[src/rtl/sync_fifo_pkg.sv]
// sync_fifo_pkg: shared defaults, count-width helper and status flag bundle for sync_fifo_param.
package sync_fifo_pkg;
  localparam int DEF_DATA_WIDTH = 8;
  localparam int DEF_DEPTH = 16;
  function automatic int cnt_width(input int depth);
    return $clog2(depth) + 1;
  endfunction
  typedef struct packed {
    logic full;
    logic empty;
    logic almost_full;
    logic almost_empty;
    logic overflow;
    logic underflow;
  } status_t;
endpackage

[src/rtl/sync_fifo_mem.sv]
// sync_fifo_mem: DEPTH x DATA_WIDTH register array, one write port, registered read port.
module sync_fifo_mem #(
  parameter int DATA_WIDTH = 8,
  parameter int DEPTH = 16
) (
  input  logic                     clk,
  input  logic                     rst,
  input  logic                     we_i,
  input  logic [$clog2(DEPTH)-1:0] waddr_i,
  input  logic [DATA_WIDTH-1:0]    wdata_i,
  input  logic                     re_i,
  input  logic [$clog2(DEPTH)-1:0] raddr_i,
  output logic [DATA_WIDTH-1:0]    rdata_o
);
  logic [DATA_WIDTH-1:0] mem_q [DEPTH];
  logic [DATA_WIDTH-1:0] rdata_q;
  // Storage is never reset; only the output register is.
  always_ff @(posedge clk) begin
    if (we_i) mem_q[waddr_i] <= wdata_i;
  end
  always_ff @(posedge clk) begin
    if (rst) rdata_q <= '0;
    else if (re_i) rdata_q <= mem_q[raddr_i];
  end
  assign rdata_o = rdata_q;
endmodule

[src/rtl/sync_fifo_param.sv]
// sync_fifo_param: single-clock FIFO with fill count, almost flags and overflow/underflow pulses.
module sync_fifo_param
  import sync_fifo_pkg::*;
#(
  parameter int DATA_WIDTH = DEF_DATA_WIDTH,
  parameter int DEPTH = DEF_DEPTH,
  parameter int AF_THRESH = DEPTH - 2,
  parameter int AE_THRESH = 2
) (
  input  logic                          clk,
  input  logic                          rst,
  input  logic                          wr_enb,
  input  logic [DATA_WIDTH-1:0]         data_in,
  input  logic                          rd_enb,
  output logic [DATA_WIDTH-1:0]         data_out,
  output logic                          rd_valid,
  output logic                          full,
  output logic                          empty,
  output logic                          almost_full,
  output logic                          almost_empty,
  output logic [cnt_width(DEPTH)-1:0]   count,
  output logic                          overflow,
  output logic                          underflow
);
  localparam int PW = $clog2(DEPTH);
  localparam int CW = cnt_width(DEPTH);
  localparam logic [CW-1:0] FULL_C = CW'(DEPTH);
  localparam logic [CW-1:0] AF_C = CW'(AF_THRESH);
  localparam logic [CW-1:0] AE_C = CW'(AE_THRESH);
  if (DEPTH < 4 || (DEPTH & (DEPTH - 1)) != 0) begin : g_bad_depth
    $error("sync_fifo_param: DEPTH must be a power of two >= 4");
  end
  if (!(AE_THRESH < AF_THRESH && AF_THRESH <= DEPTH)) begin : g_bad_thresh
    $error("sync_fifo_param: need AE_THRESH < AF_THRESH <= DEPTH");
  end
  logic [PW-1:0] wr_ptr_q, wr_ptr_d;
  logic [PW-1:0] rd_ptr_q, rd_ptr_d;
  logic [CW-1:0] count_q, count_d;
  status_t       stat_q, stat_d;
  logic          rd_valid_q;
  logic          wr_ok, rd_ok;
  // Flags come from the next count so they line up with the registered count.
  always_comb begin
    wr_ok = wr_enb && !stat_q.full;
    rd_ok = rd_enb && !stat_q.empty;
    wr_ptr_d = wr_ptr_q + PW'(wr_ok);
    rd_ptr_d = rd_ptr_q + PW'(rd_ok);
    count_d = count_q + CW'(wr_ok) - CW'(rd_ok);
    stat_d.full = count_d == FULL_C;
    stat_d.empty = count_d == '0;
    stat_d.almost_full = count_d >= AF_C;
    stat_d.almost_empty = count_d <= AE_C;
    stat_d.overflow = wr_enb && stat_q.full;
    stat_d.underflow = rd_enb && stat_q.empty;
  end
  always_ff @(posedge clk) begin
    if (rst) begin
      wr_ptr_q <= '0;
      rd_ptr_q <= '0;
      count_q <= '0;
      rd_valid_q <= 1'b0;
      stat_q <= '{full: 1'b0, empty: 1'b1, almost_full: 1'b0, almost_empty: 1'b1,
                  overflow: 1'b0, underflow: 1'b0};
    end else begin
      wr_ptr_q <= wr_ptr_d;
      rd_ptr_q <= rd_ptr_d;
      count_q <= count_d;
      rd_valid_q <= rd_ok;
      stat_q <= stat_d;
    end
  end
  sync_fifo_mem #(
    .DATA_WIDTH(DATA_WIDTH),
    .DEPTH(DEPTH)
  ) u_mem (
    .clk(clk),
    .rst(rst),
    .we_i(wr_ok && !rst),
    .waddr_i(wr_ptr_q),
    .wdata_i(data_in),
    .re_i(rd_ok && !rst),
    .raddr_i(rd_ptr_q),
    .rdata_o(data_out)
  );
  assign rd_valid = rd_valid_q;
  assign full = stat_q.full;
  assign empty = stat_q.empty;
  assign almost_full = stat_q.almost_full;
  assign almost_empty = stat_q.almost_empty;
  assign overflow = stat_q.overflow;
  assign underflow = stat_q.underflow;
  assign count = count_q;
endmodule

[config.mk]
export PLATFORM = sky130hd
export DESIGN_NAME = sync_fifo_param
export DESIGN_NICKNAME = d
export VERILOG_FILES = /design/src/rtl/sync_fifo_pkg.sv /design/src/rtl/sync_fifo_mem.sv /design/src/rtl/sync_fifo_param.sv
export SDC_FILE = /design/constraint.sdc
export NUM_CORES = 1
export LEC_CHECK = 0
export ABC_CLOCK_PERIOD_IN_PS = 3050
export CAP_MARGIN = 15
export CELL_PAD_IN_SITES_DETAIL_PLACEMENT = 1
export CELL_PAD_IN_SITES_GLOBAL_PLACEMENT = 2
export CORE_MARGIN = 4
export CORE_UTILIZATION = 45
export CTS_CLUSTER_DIAMETER = 150
export DETAILED_ROUTE_END_ITERATION = 6
export PLACE_DENSITY = 0.75
export SYNTH_ARGS = -nofsm -noshare
export SYNTH_HDL_FRONTEND = slang
export SYNTH_SLANG_ARGS = --single-unit
[constraint.sdc]
create_clock -name clk -period 3.05 [get_ports clk]
set_input_delay 0.61 -clock clk [delete_from_list [all_inputs] [get_ports clk]]
set_output_delay 0.61 -clock clk [all_outputs]
set_load 0.005 [all_outputs]
==> impl_metrics.json <==
{
  "diodes": 0,
  "dieArea_mm2": 0.01536,
  "worstSetupEndpointType": "flip-flop",
  "dp_hpwl_um": 8133,
  "min_period_over_period": 0.8522,
  "swShare": 0.2430,
  "core_area_mm2": 0.01319,
  "avgRoutedWirePerCell_um": 21.48,
  "worst_hold_path.endpoint": "overflow$_SDFF_PP0_",
  "synth_top_family_by_area": "multiplexers",
  "clock-skew-final_ns": 0.008517,
  "worstSetupStartpointType": "input port",
  "postCtsHoldBufs": 0,
  "switching_power_w": 0.001404,
  "hold-path-cell-count": 2,
  "setup_viol": 0,
  "layout_common_cells": "edfxtp_1, nor2_1, clkdlybuf4s50_1",
  "numCtsBuffers": 17,
  "placementRows": 42,
  "rsz0062_at_grt": "false",
  "yosysWarnings": 0,
  "fp.dieH_um": 124.0,
  "drt-vias-per-instance": 5.380,
  "via_count": 3196,
  "port_buffers": 31,
  "die_w_um": 124.0,
  "cts_root_buffer": "clkbuf_16",
  "multi_input_area_mm2": 0.001553,
  "sequentialPowerShare": 0.434,
  "p_leak_nw": 2.455,
  "slew_viol_final": 0,
  "crit_top_cell": "inv_1",
  "overflow": 0,
  "arrival_ns": 2.96,
  "ys_types": 32,
  "peakVddDrop_uv": 601.9,
  "synth_fa_ha_area_frac": 0.01778,
  "path_cells": "clkdlybuf4s50_1, nor2b_1, nand2b_1, nand2_1, ha_1, inv_1, fa_1, inv_1, a21o_1, a21oi_1, xnor2_1, a41o_1",
  "seq_area_mm2": 0.004405,
  "slowest_stage": "clkdlybuf4s50_1",
  "syn_area_mm2": 0.006051,
  "crit_path_max_fanout": 5,
  "io_pins": 32,
  "hold_viol": 0,
  "max_freq_ghz": 0.3847,
  "power.internal_w": 0.004375,
  "crit_type": "in -> reg",
  "synthXorXnorAreaFrac": 0.01303,
  "wl_met1_um": 5578,
  "grt_use_total": 0.1863,
  "grt_pass1_vias": 3533,
  "drt_iter0_drc": 315,
  "outcome": "finished clean",
  "start_util": 0.4587,
  "wl_met2_um": 6590,
  "cts.reportedPaths.clkPinSlew_ns": 0.06,
  "wl_met3_um": 473,
  "grt_max_degree": 27,
  "grt_pass1_wl_um": 20400,
  "syn_nets": 363,
  "gp_congestion": 0.7478,
  "ys_ff_latch": 156,
  "drcViolationCount": 0,
  "clk_path_buf_depth": 2,
  "synth_compound_area_frac": 0.02978,
  "highest_layer": "met4",
  "min_from": "full$_SDFF_PP0_",
  "critPathTopFamily": "buffers and inverters",
  "nFillCells": 1238,
  "setup_ws_ns": 0.4507,
  "relSlewSlack": 0.4431,
  "drt_wl_total_um": 12760,
  "crit_path_max_incr_delay_ns": 0.49,
  "nets": 425,
  "clock-sinks": 156,
  "hp-class": "reg -> reg",
  "final_common_cell": "edfxtp_1",
  "avgSynthCellArea_um2": 17.64,
  "ctsResizeCount": 0,
  "dr.pass1.iters": 5,
  "synth_top_cell_area_share": 0.6352,
  "layout_min_cycle_time_ns": 2.599,
  "tns_ns": 0,
  "synth-seq-area-share": 0.7279,
  "drive_above_1_share": 0.2560,
  "cp_num_buf_inv": 3,
  "r2r-start": "empty$_SDFF_PP1_",
  "place_ws_ns": 0.02876,
  "antenna_found_initial": 0,
  "syn_inst": 343,
  "synth-simple-area-share": 0.06203,
  "r2r-end": "almost_empty$_SDFF_PP1_",
  "reg2regPathDepth": 11,
  "cts_tree": "done",
  "ys_top_cells_by_area": "edfxtp_1, dfxtp_1, mux4_2",
  "p_clk_frac": 0.389,
  "synth_top_area_cell": "edfxtp_1",
  "ff2ff_setup_slack_ns": 0.82,
  "cap_violations": 0,
  "postRouteAntennaNets": 0,
  "clk_latency_ns": 0.42,
  "h-tree-depth": 4,
  "synthMuxAreaShare": 0.1340,
  "syn_to_final_growth_pct": 21.40,
  "combinationalPowerShare": 0.177,
  "cts_setup_buffers": 0,
  "critPathRequiredTime_ns": 3.41,
  "p_per_area_mw_per_mm2": 786.8,
  "tightestPinTransition_ns": 0.8322
}
==> layout make-up <==
cell class                      count  share of cell area
Clock buffer                       19             0.06166
Inverter                            6            0.003066
Tap cell                          176             0.02998
Sequential cell                   156              0.5997
Timing Repair Buffer               57             0.06881
Clock inverter                     13             0.02538
Multi-Input combinational cell    167              0.2114
==> worst max path at each step <==
| stage | slack [ns] | from | cells past startpoint | end |
|---|---|---|---|---|
| final | 0.45 | rd_enb | 12 | almost_empty$_SDFF_PP1_ |
| after global routing | 0.36 | rd_enb | 12 | almost_empty$_SDFF_PP1_ |
| after CTS | 0.46 | rd_enb | 12 | almost_empty$_SDFF_PP1_ |
| after detailed placement | 0.03 | rd_enb | 12 | almost_empty$_SDFF_PP1_ |
| after global placement | 0.13 | rd_enb | 12 | almost_empty$_SDFF_PP1_ |
| after floorplan | 0.67 | rd_enb | 11 | almost_empty$_SDFF_PP1_ |
==> layer usage <==
metal	vias up	GRT usage
met4	0	0.05955
met1	1652	0.2462
met2	73	0.3028
met3	12	0.04950
met5	-	0
li1	1459	-
==> synthesized netlist by cell type (all sizes together) <==
cell	number
a41o	2
and2	1
ha	7
a21o	2
nand4b	1
nor3	14
nor2	34
mux4	24
and3b	1
a21oi	2
xnor2	4
edfxtp	128
a221o	8
nand2	8
nand3	2
or3	1
nand4	1
xor2	5
mux2	24
o21ai	1
clkbuf	5
o22ai	8
nand2b	8
nor2b	7
inv	6
buf	9
fa	1
or4	1
dfxtp	28
==> sequential cells by signal (all words and copies together), names as in the netlist <==
name and count:
u_mem.mem_q 128, u_mem.rdata_o 8, count 5, rd_ptr_q 4
wr_ptr_q 4, almost_empty 1, almost_full 1, empty 1
full 1, overflow 1, rd_valid 1, underflow 1
==> power groups by stage <==
stage	Clock (W)	Combinational, W	Sequential (W)
2_1_floorplan	0	0.000607	0.00253
4_1_cts	0.00229	0.00105	0.00251
3_3_place_gp	0	0.00100	0.00255
6_report	0.00225	0.00102	0.00251
3_5_place_dp	0	0.00103	0.00255
5_1_grt	0.00241	0.00114	0.00252
==> worst min-delay path, delay by kind of cell, from the launching register on <==
family           cells  cell delay [ns]
and+or+nand+nor      2             0.11
DFF                  1             0.33
==> through the flow <==
| stage | utilization | hold slack (ns) | instance area, um2 | cells | power (W) |
|---|---|---|---|---|---|
| after detailed placement | 0.5084 | 0.4693 | 6706 | 562 | 0.003586 |
| after CTS | 0.5569 | 0.4862 | 7346 | 594 | 0.005846 |
| after global placement | 0.5084 | 0.4705 | 6706 | 562 | 0.003552 |
| after global routing | 0.5569 | 0.5018 | 7346 | 594 | 0.006074 |
| after floorplan | - | 0.4392 | 6051 | 343 | 0.003138 |
| final | 0.5569 | 0.4761 | 7346 | 594 | 0.005780 |
==> logic make-up (layout without fill, tap and decap cells) <==
logic type               count (synthesis)  after routing
flip-flops                             156            156
AND/OR/NAND/NOR                         79             79
multiplexers                            48             48
AO/OA/AOI/OAI                           23             23
buffers and inverters                   20             95
XOR/XNOR                                 9              9
adder cells (fa/ha/maj)                  8              8
(Power assumes the default switching activity.)
